[config.mk]
export PLATFORM = sky130hd
export DESIGN_NAME = alu_sequencer_flat
export DESIGN_NICKNAME = d
export VERILOG_FILES = /design/src/rtl/alu_if.sv /design/src/rtl/alu_sequencer.sv /design/src/flat_wrapper.sv
export SDC_FILE = /design/constraint.sdc
export NUM_CORES = 1
export LEC_CHECK = 0
export CORE_ASPECT_RATIO = 0.7
export CORE_MARGIN = 2
export CORE_UTILIZATION = 50
export CTS_CLUSTER_DIAMETER = 60
export DETAILED_ROUTE_END_ITERATION = 8
export GPL_TIMING_DRIVEN = 0
export HOLD_SLACK_MARGIN = 0.05
export PLACE_DENSITY_LB_ADDON = 0.05
export SLEW_MARGIN = 0
export SYNTH_ARGS = -nofsm -noshare
export SYNTH_HDL_FRONTEND = slang
export SYNTH_SLANG_ARGS = --single-unit
[constraint.sdc]
create_clock -name clk -period 3.3 [get_ports clk]
set_input_delay 0.66 -clock clk [delete_from_list [all_inputs] [get_ports clk]]
set_output_delay 0.66 -clock clk [all_outputs]
set_load 0.02 [all_outputs]
[src/rtl/alu_if.sv]
// alu_if: request/result bundle between the ALU sequencer and its driver.
interface alu_if #(parameter int WIDTH = 8);
  logic             mode;
  logic [WIDTH-1:0] a;
  logic [WIDTH-1:0] b;
  logic [2:0]       op_sel;
  logic             in_valid;
  logic             in_ready;
  logic             out_valid;
  logic             out_ready;
  logic [WIDTH-1:0] result;
  logic             carry;
  logic             zero;
  logic             neg;
  logic [2:0]       op_cur;
  logic             tick;
  modport master (
    output mode, a, b, op_sel, in_valid, out_ready,
    input  in_ready, out_valid, result, carry, zero, neg, op_cur, tick
  );
  modport slave (
    input  mode, a, b, op_sel, in_valid, out_ready,
    output in_ready, out_valid, result, carry, zero, neg, op_cur, tick
  );
endinterface

[src/rtl/alu_sequencer.sv]
// alu_sequencer: registered ALU with a manual valid/ready mode and an auto-stepping demo mode.
// Define ALU_MUL_EN to make op 7 a WIDTH x WIDTH multiply; otherwise op 7 yields 0.
module alu_sequencer #(
  parameter int WIDTH        = 8,
  parameter int TICK_DIV     = 100_000_000,
  parameter int LAST_AUTO_OP = 5
) (
  input logic  clk,
  input logic  rst_n,
  alu_if.slave bus
);
  localparam int SW = $clog2(WIDTH);
  localparam int CW = TICK_DIV > 1 ? $clog2(TICK_DIV) : 1;
  logic             mode_q, ov, tk, cy, zf, nf;
  logic [CW-1:0]    cnt;
  logic [2:0]       op_q, op_n;
  logic [WIDTH-1:0] res, res_n;
  logic             cy_n, sw, acc, last;

  // Returns {carry, result}; shifts use an extra bit so the last bit shifted out falls into carry.
  function automatic logic [WIDTH:0] alu(input logic [2:0] op, input logic [WIDTH-1:0] x,
                                         input logic [WIDTH-1:0] y);
    logic [WIDTH:0] t;
`ifdef ALU_MUL_EN
    logic [2*WIDTH-1:0] p;
    p = {{WIDTH{1'b0}}, x} * {{WIDTH{1'b0}}, y};
`endif
    t = {x, 1'b0} >> y[SW-1:0];
    case (op)
      3'd0: return {1'b0, x} + {1'b0, y};
      3'd1: return {1'b0, x} - {1'b0, y};
      3'd2: return {1'b0, x & y};
      3'd3: return {1'b0, x | y};
      3'd4: return {1'b0, x} << y[SW-1:0];
      3'd5: return {t[0], t[WIDTH:1]};
      3'd6: return {1'b0, x ^ y};
`ifdef ALU_MUL_EN
      3'd7: return {|p[2*WIDTH-1:WIDTH], p[WIDTH-1:0]};
`endif
      default: return '0;
    endcase
  endfunction

  assign sw           = bus.mode != mode_q;
  assign last         = cnt == CW'(TICK_DIV - 1);
  assign bus.in_ready = rst_n && !bus.mode && !sw && (!ov || bus.out_ready);
  assign acc          = bus.in_valid && bus.in_ready;
  assign op_n         = bus.mode ? op_q : bus.op_sel;
  assign {cy_n, res_n} = alu(op_n, bus.a, bus.b);

  always_ff @(posedge clk or negedge rst_n) begin
    if (!rst_n) begin
      mode_q <= 1'b0;
      cnt    <= '0;
      op_q   <= '0;
      ov     <= 1'b0;
      tk     <= 1'b0;
      {cy, res, zf, nf} <= '0;
    end else begin
      mode_q <= bus.mode;
      if (sw) begin
        cnt  <= '0;
        op_q <= '0;
        ov   <= 1'b0;
        tk   <= 1'b0;
      end else if (bus.mode) begin
        cnt  <= last ? '0 : cnt + 1'b1;
        op_q <= !last ? op_q : op_q == 3'(LAST_AUTO_OP) ? 3'd0 : op_q + 3'd1;
        tk   <= last;
        ov   <= 1'b1;
        {cy, res, zf, nf} <= {cy_n, res_n, res_n == '0, res_n[WIDTH-1]};
      end else begin
        tk <= 1'b0;
        if (acc) begin
          op_q <= bus.op_sel;
          ov   <= 1'b1;
          {cy, res, zf, nf} <= {cy_n, res_n, res_n == '0, res_n[WIDTH-1]};
        end else if (bus.out_ready) begin
          ov <= 1'b0;
        end
      end
    end
  end

  assign bus.out_valid = ov;
  assign bus.result    = res;
  assign bus.carry     = cy;
  assign bus.zero      = zf;
  assign bus.neg       = nf;
  assign bus.op_cur    = op_q;
  assign bus.tick      = tk;
endmodule
[src/flat_wrapper.sv]
// flat-port wrapper written by rule: the top's interface ports become plain ports
module alu_sequencer_flat 
#(
  parameter int WIDTH        = 8,
  parameter int TICK_DIV     = 100_000_000,
  parameter int LAST_AUTO_OP = 5
)
  (clk, rst_n, bus_mode, bus_a, bus_b, bus_op_sel, bus_in_valid, bus_out_ready, bus_in_ready, bus_out_valid, bus_result, bus_carry, bus_zero, bus_neg, bus_op_cur, bus_tick);
  alu_if #(.WIDTH(WIDTH)) bus_i ();
  input logic clk;
  input logic rst_n;
  input wire logic [$bits(bus_i.mode)-1:0] bus_mode;
  input wire logic [$bits(bus_i.a)-1:0] bus_a;
  input wire logic [$bits(bus_i.b)-1:0] bus_b;
  input wire logic [$bits(bus_i.op_sel)-1:0] bus_op_sel;
  input wire logic [$bits(bus_i.in_valid)-1:0] bus_in_valid;
  input wire logic [$bits(bus_i.out_ready)-1:0] bus_out_ready;
  output wire logic [$bits(bus_i.in_ready)-1:0] bus_in_ready;
  output wire logic [$bits(bus_i.out_valid)-1:0] bus_out_valid;
  output wire logic [$bits(bus_i.result)-1:0] bus_result;
  output wire logic [$bits(bus_i.carry)-1:0] bus_carry;
  output wire logic [$bits(bus_i.zero)-1:0] bus_zero;
  output wire logic [$bits(bus_i.neg)-1:0] bus_neg;
  output wire logic [$bits(bus_i.op_cur)-1:0] bus_op_cur;
  output wire logic [$bits(bus_i.tick)-1:0] bus_tick;
  assign bus_i.mode = bus_mode;
  assign bus_i.a = bus_a;
  assign bus_i.b = bus_b;
  assign bus_i.op_sel = bus_op_sel;
  assign bus_i.in_valid = bus_in_valid;
  assign bus_i.out_ready = bus_out_ready;
  assign bus_in_ready = bus_i.in_ready;
  assign bus_out_valid = bus_i.out_valid;
  assign bus_result = bus_i.result;
  assign bus_carry = bus_i.carry;
  assign bus_zero = bus_i.zero;
  assign bus_neg = bus_i.neg;
  assign bus_op_cur = bus_i.op_cur;
  assign bus_tick = bus_i.tick;
  alu_sequencer #(.WIDTH(WIDTH), .TICK_DIV(TICK_DIV), .LAST_AUTO_OP(LAST_AUTO_OP)) u_core (.clk(clk), .rst_n(rst_n), .bus(bus_i));
endmodule
==> results.cfg <==
[run_status]
run_status = finished with violations
failed_checks = negative setup slack

[layout]
fin_area_mm2 = 0.00491
antennaDiodeCount = 0
regArea_mm2 = 0.00108
drive_above_1_share_pct = 18.4
areaGrowthSynthToFinish_pct = 26.0
multiInputGateArea_mm2 = 0.00274
fill_cells = 621
nNetsFinal = 564

[power]
intPower_w = 0.00133
switchingPower_w = 0.000762
power_leakage_nw = 2.12
ir_drop_v = 0.000264
clockPowerShare_pct = 23.7
pwr-share-comb_pct = 46.0
p_seq_share_pct = 30.3
switching_share_pct = 36.4
p_per_area_mw_per_mm2 = 426
total_power_w = 0.00209

[cts]
hold_buffers = 0
htreeDepth = 2
cts.sinks = 43
ctsLongestPathBuffers = 2
cts_tree = built
path_clk_slew_ps = 90
clk_latency_ps = 300
numCtsBuffers = 5
clock-root-buffer = clkbuf_8

[global_route]
gr-total-overflow = 0
grt_usage_pct = 28.1
grt_max_degree = 37
grt_pass1_vias = 3365
antenna_found_initial = 0
grt_pass1_wl_mm = 18.5

[synth]
synthCells = 443
syn_area_per_cell_um2 = 8.80
synth_compound_area_share_pct = 16.7
synth_top_flop_cell = dfrtp_1
ys_types = 68
synthesis.nets = 496
seq_area_frac_synth_pct = 27.6
synth_mux_area_share_pct = 12.1
synthArstFlopShare_pct = 100
synth_area_mm2 = 0.00390
ys_warn_count = 0
synth_top_family_by_area = simple AND/OR/NAND/NOR gates
yosys.area_share.adder_pct = 9.50
synth_edf_count = 0
synth_simple_gate_area_share_pct = 22.0
synth-seq-cells = 43
synthXorXnorAreaFrac_pct = 6.06

[worst_setup_path]
cp.required_ps = 3530
start_kind = input pin
end_kind = register
reg2reg_slack_ps = 20
worst-setup-path-type = in -> reg
crit_fanout = 10
arrival_ps = 3620

[route]
drc_errors = 0
vias_per_cell = 6.15
drt_iter0_drc = 382
wl_per_cell_um = 18.8
vias = 3750
postRouteAntennaNets = 0
wl_mm = 11.5
first_pass_iters = 5

[timing]
setup_ws_ps = -87.0
setup_viol = 1
tightest_slew_ps = 752
fin_skew_ps = 6.38
finalMaxSlewViolations = 0
max_freq_mhz = 295
final.min_clock_period_ps = 3390
rsz0062_at_grt = yes
relSlewSlack_pct = 48.6
finalHoldViolations = 0
fin_crit_sh_pct = 103

[floorplan]
die_w_um = 110
start_util_pct = 52.6
dieArea_mm2 = 0.00853
core_area_mm2 = 0.00742
num_rows = 26
die_h_um = 77.9
io_pins = 41

[run]
maxCapViolCount = 0

[placement]
io_buffers = 40
dpl.hpwl_mm = 8.49
globalplace.congestion = 0.966
dpl_cell_area_mm2 = 0.00448

[hold_path]
hold_path.class = in -> async
-- repair_timing --
action / in CTS / in global routing
gates resized for setup: 43 / 16
setup endpoints to repair: 10 / 3
buffers inserted: 20 / 3
hold endpoints to repair: 0 / 0
pin swaps: 13 / 18
-- cell usage in the layout, fill, tap and decap left out, drive strengths merged, types with 3 or more instances in the layout --
master / instances
and3: 8
xor2: 14
a31oi: 8
nand3: 18
clkdlybuf4s50: 31
a211oi: 3
a21oi: 20
nand4: 8
dlygate4sd2: 3
mux2i: 14
o22ai: 6
nand2b: 5
or2: 5
nor3: 15
a22o: 5
nand2: 37
dfrtp: 43
inv: 21
buf: 38
ha: 28
xnor2: 13
o211ai: 4
o31ai: 4
mux4: 10
nor4: 5
nor2: 49
o21ai: 31
nor2b: 3
clkbuf: 14
mux2: 5
clkinvlp: 3
o21bai: 3
-- power by group through the flow --
| stage | combinational (W) | clock [W] | sequential (W) |
|---|---|---|---|
| final | 0.000963 | 0.000497 | 0.000634 |
| after global routing | 0.00103 | 0.000533 | 0.000643 |
| after CTS | 0.000905 | 0.000504 | 0.000627 |
| after detailed placement | 0.000839 | 0 | 0.000638 |
| after global placement | 0.000829 | 0 | 0.000634 |
| after floorplan | 0.000471 | 0 | 0.000689 |
-- stage by stage --
stage	cells	util, %	setup TNS [ps]	hold WS (ps)	worst slack [ps]
finish	610	66.3	-87.0	220	-87.0
global route	610	66.3	-271	216	-216
global placement	581	60.2	-10830	463	-1170
detailed placement	582	60.4	-7960	475	-1230
CTS	608	65.3	-44.6	221	-44.6
floorplan	443	-	-30.8	364	-15.6
-- critical path, cell delays in order --
cell and delay, ps:
dlygate4sd2_1 250, buf_6 140, buf_4 170, nor3_4 240, nor2_1 80, xnor2_1 130, ha_1 300, buf_4 120
o21ai_0 100, a21oi_1 250, o22ai_2 140, xor2_1 210, o211ai_1 120, buf_4 170, nor4_2 310, a41o_1 230
-- final timing paths --
path	end	startpoint	cells after the start
min in group clk	u_core.mode_q$_DFF_PN0_	bus_mode	1
max in group asynchronous	u_core.mode_q$_DFF_PN0_	rst_n	2
max	u_core.bus.zero$_DFFE_PN0P_	bus_b[1]	16
min	u_core.cnt[14]$_DFFE_PN0P_	rst_n	1
max reg2reg	u_core.bus.zero$_DFFE_PN0P_	u_core.bus.op_cur[1]$_DFFE_PN0P_	15
min reg2reg	u_core.bus.result[2]$_DFFE_PN0P_	u_core.bus.result[2]$_DFFE_PN0P_	2
-- logic make-up (layout without fill, tap and decap cells) --
family          after synthesis  in the layout
compound gates              101            101
xor+xnor                     27             27
flops                        43             43
mux                          29             29
simple gates                169            169
fa+ha+maj                    29             29
buf+inv                      45            114
-- cell usage after synthesis (5+ instances only) --
cell      count  area share, %
nor2_1       48            4.6
dfrtp_1      43             28
nand2_1      37            3.6
ha_1         28            9.0
inv_1        22            2.1
o21ai_0      22            2.8
a21oi_1      20            2.6
nand3_1      18            2.3
nor3_1       15            1.9
xor2_1       14            3.1
mux2i_1      13            3.3
xnor2_1      13            2.9
a31oi_1       8            1.3
and3_1        8            1.3
clkbuf_1      8           0.77
mux4_1        8            5.4
nand4_1       8            1.3
o21ai_1       8            1.0
buf_6         6            1.7
o22ai_1       6           0.96
a22o_1        5            1.1
nand2b_1      5           0.80
or2_2         5           0.80
-- final cells by class --
class | instances | share of cell area, %
flip-flops and latches | 43 | 21.9
well taps | 98 | 2.49
repair buffers | 64 | 11.8
clock buffers | 5 | 1.40
plain buffers | 19 | 3.44
inverters | 23 | 1.91
clock inverters | 3 | 1.37
multi-input cells | 355 | 55.7
-- routing by layer --
layer	vias up	wire, um	global-route usage [%]
met5	-	0	0
met4	0	49	3.04
met3	9	1100	6.64
met2	165	4340	33.8
met1	1798	5980	49.3
li1	1778	-	-
-- sequential cells by signal (all words and copies together) (netlist names) --
| name | count |
|---|---|
| u_core.bus.tick | 1 |
| u_core.bus.out_valid | 1 |
| u_core.mode_q | 1 |
| u_core.bus.carry | 1 |
| u_core.cnt | 27 |
| u_core.bus.op_cur | 3 |
| u_core.bus.result | 8 |
| u_core.bus.zero | 1 |
Note: power is estimated with default switching activity, not from simulation.
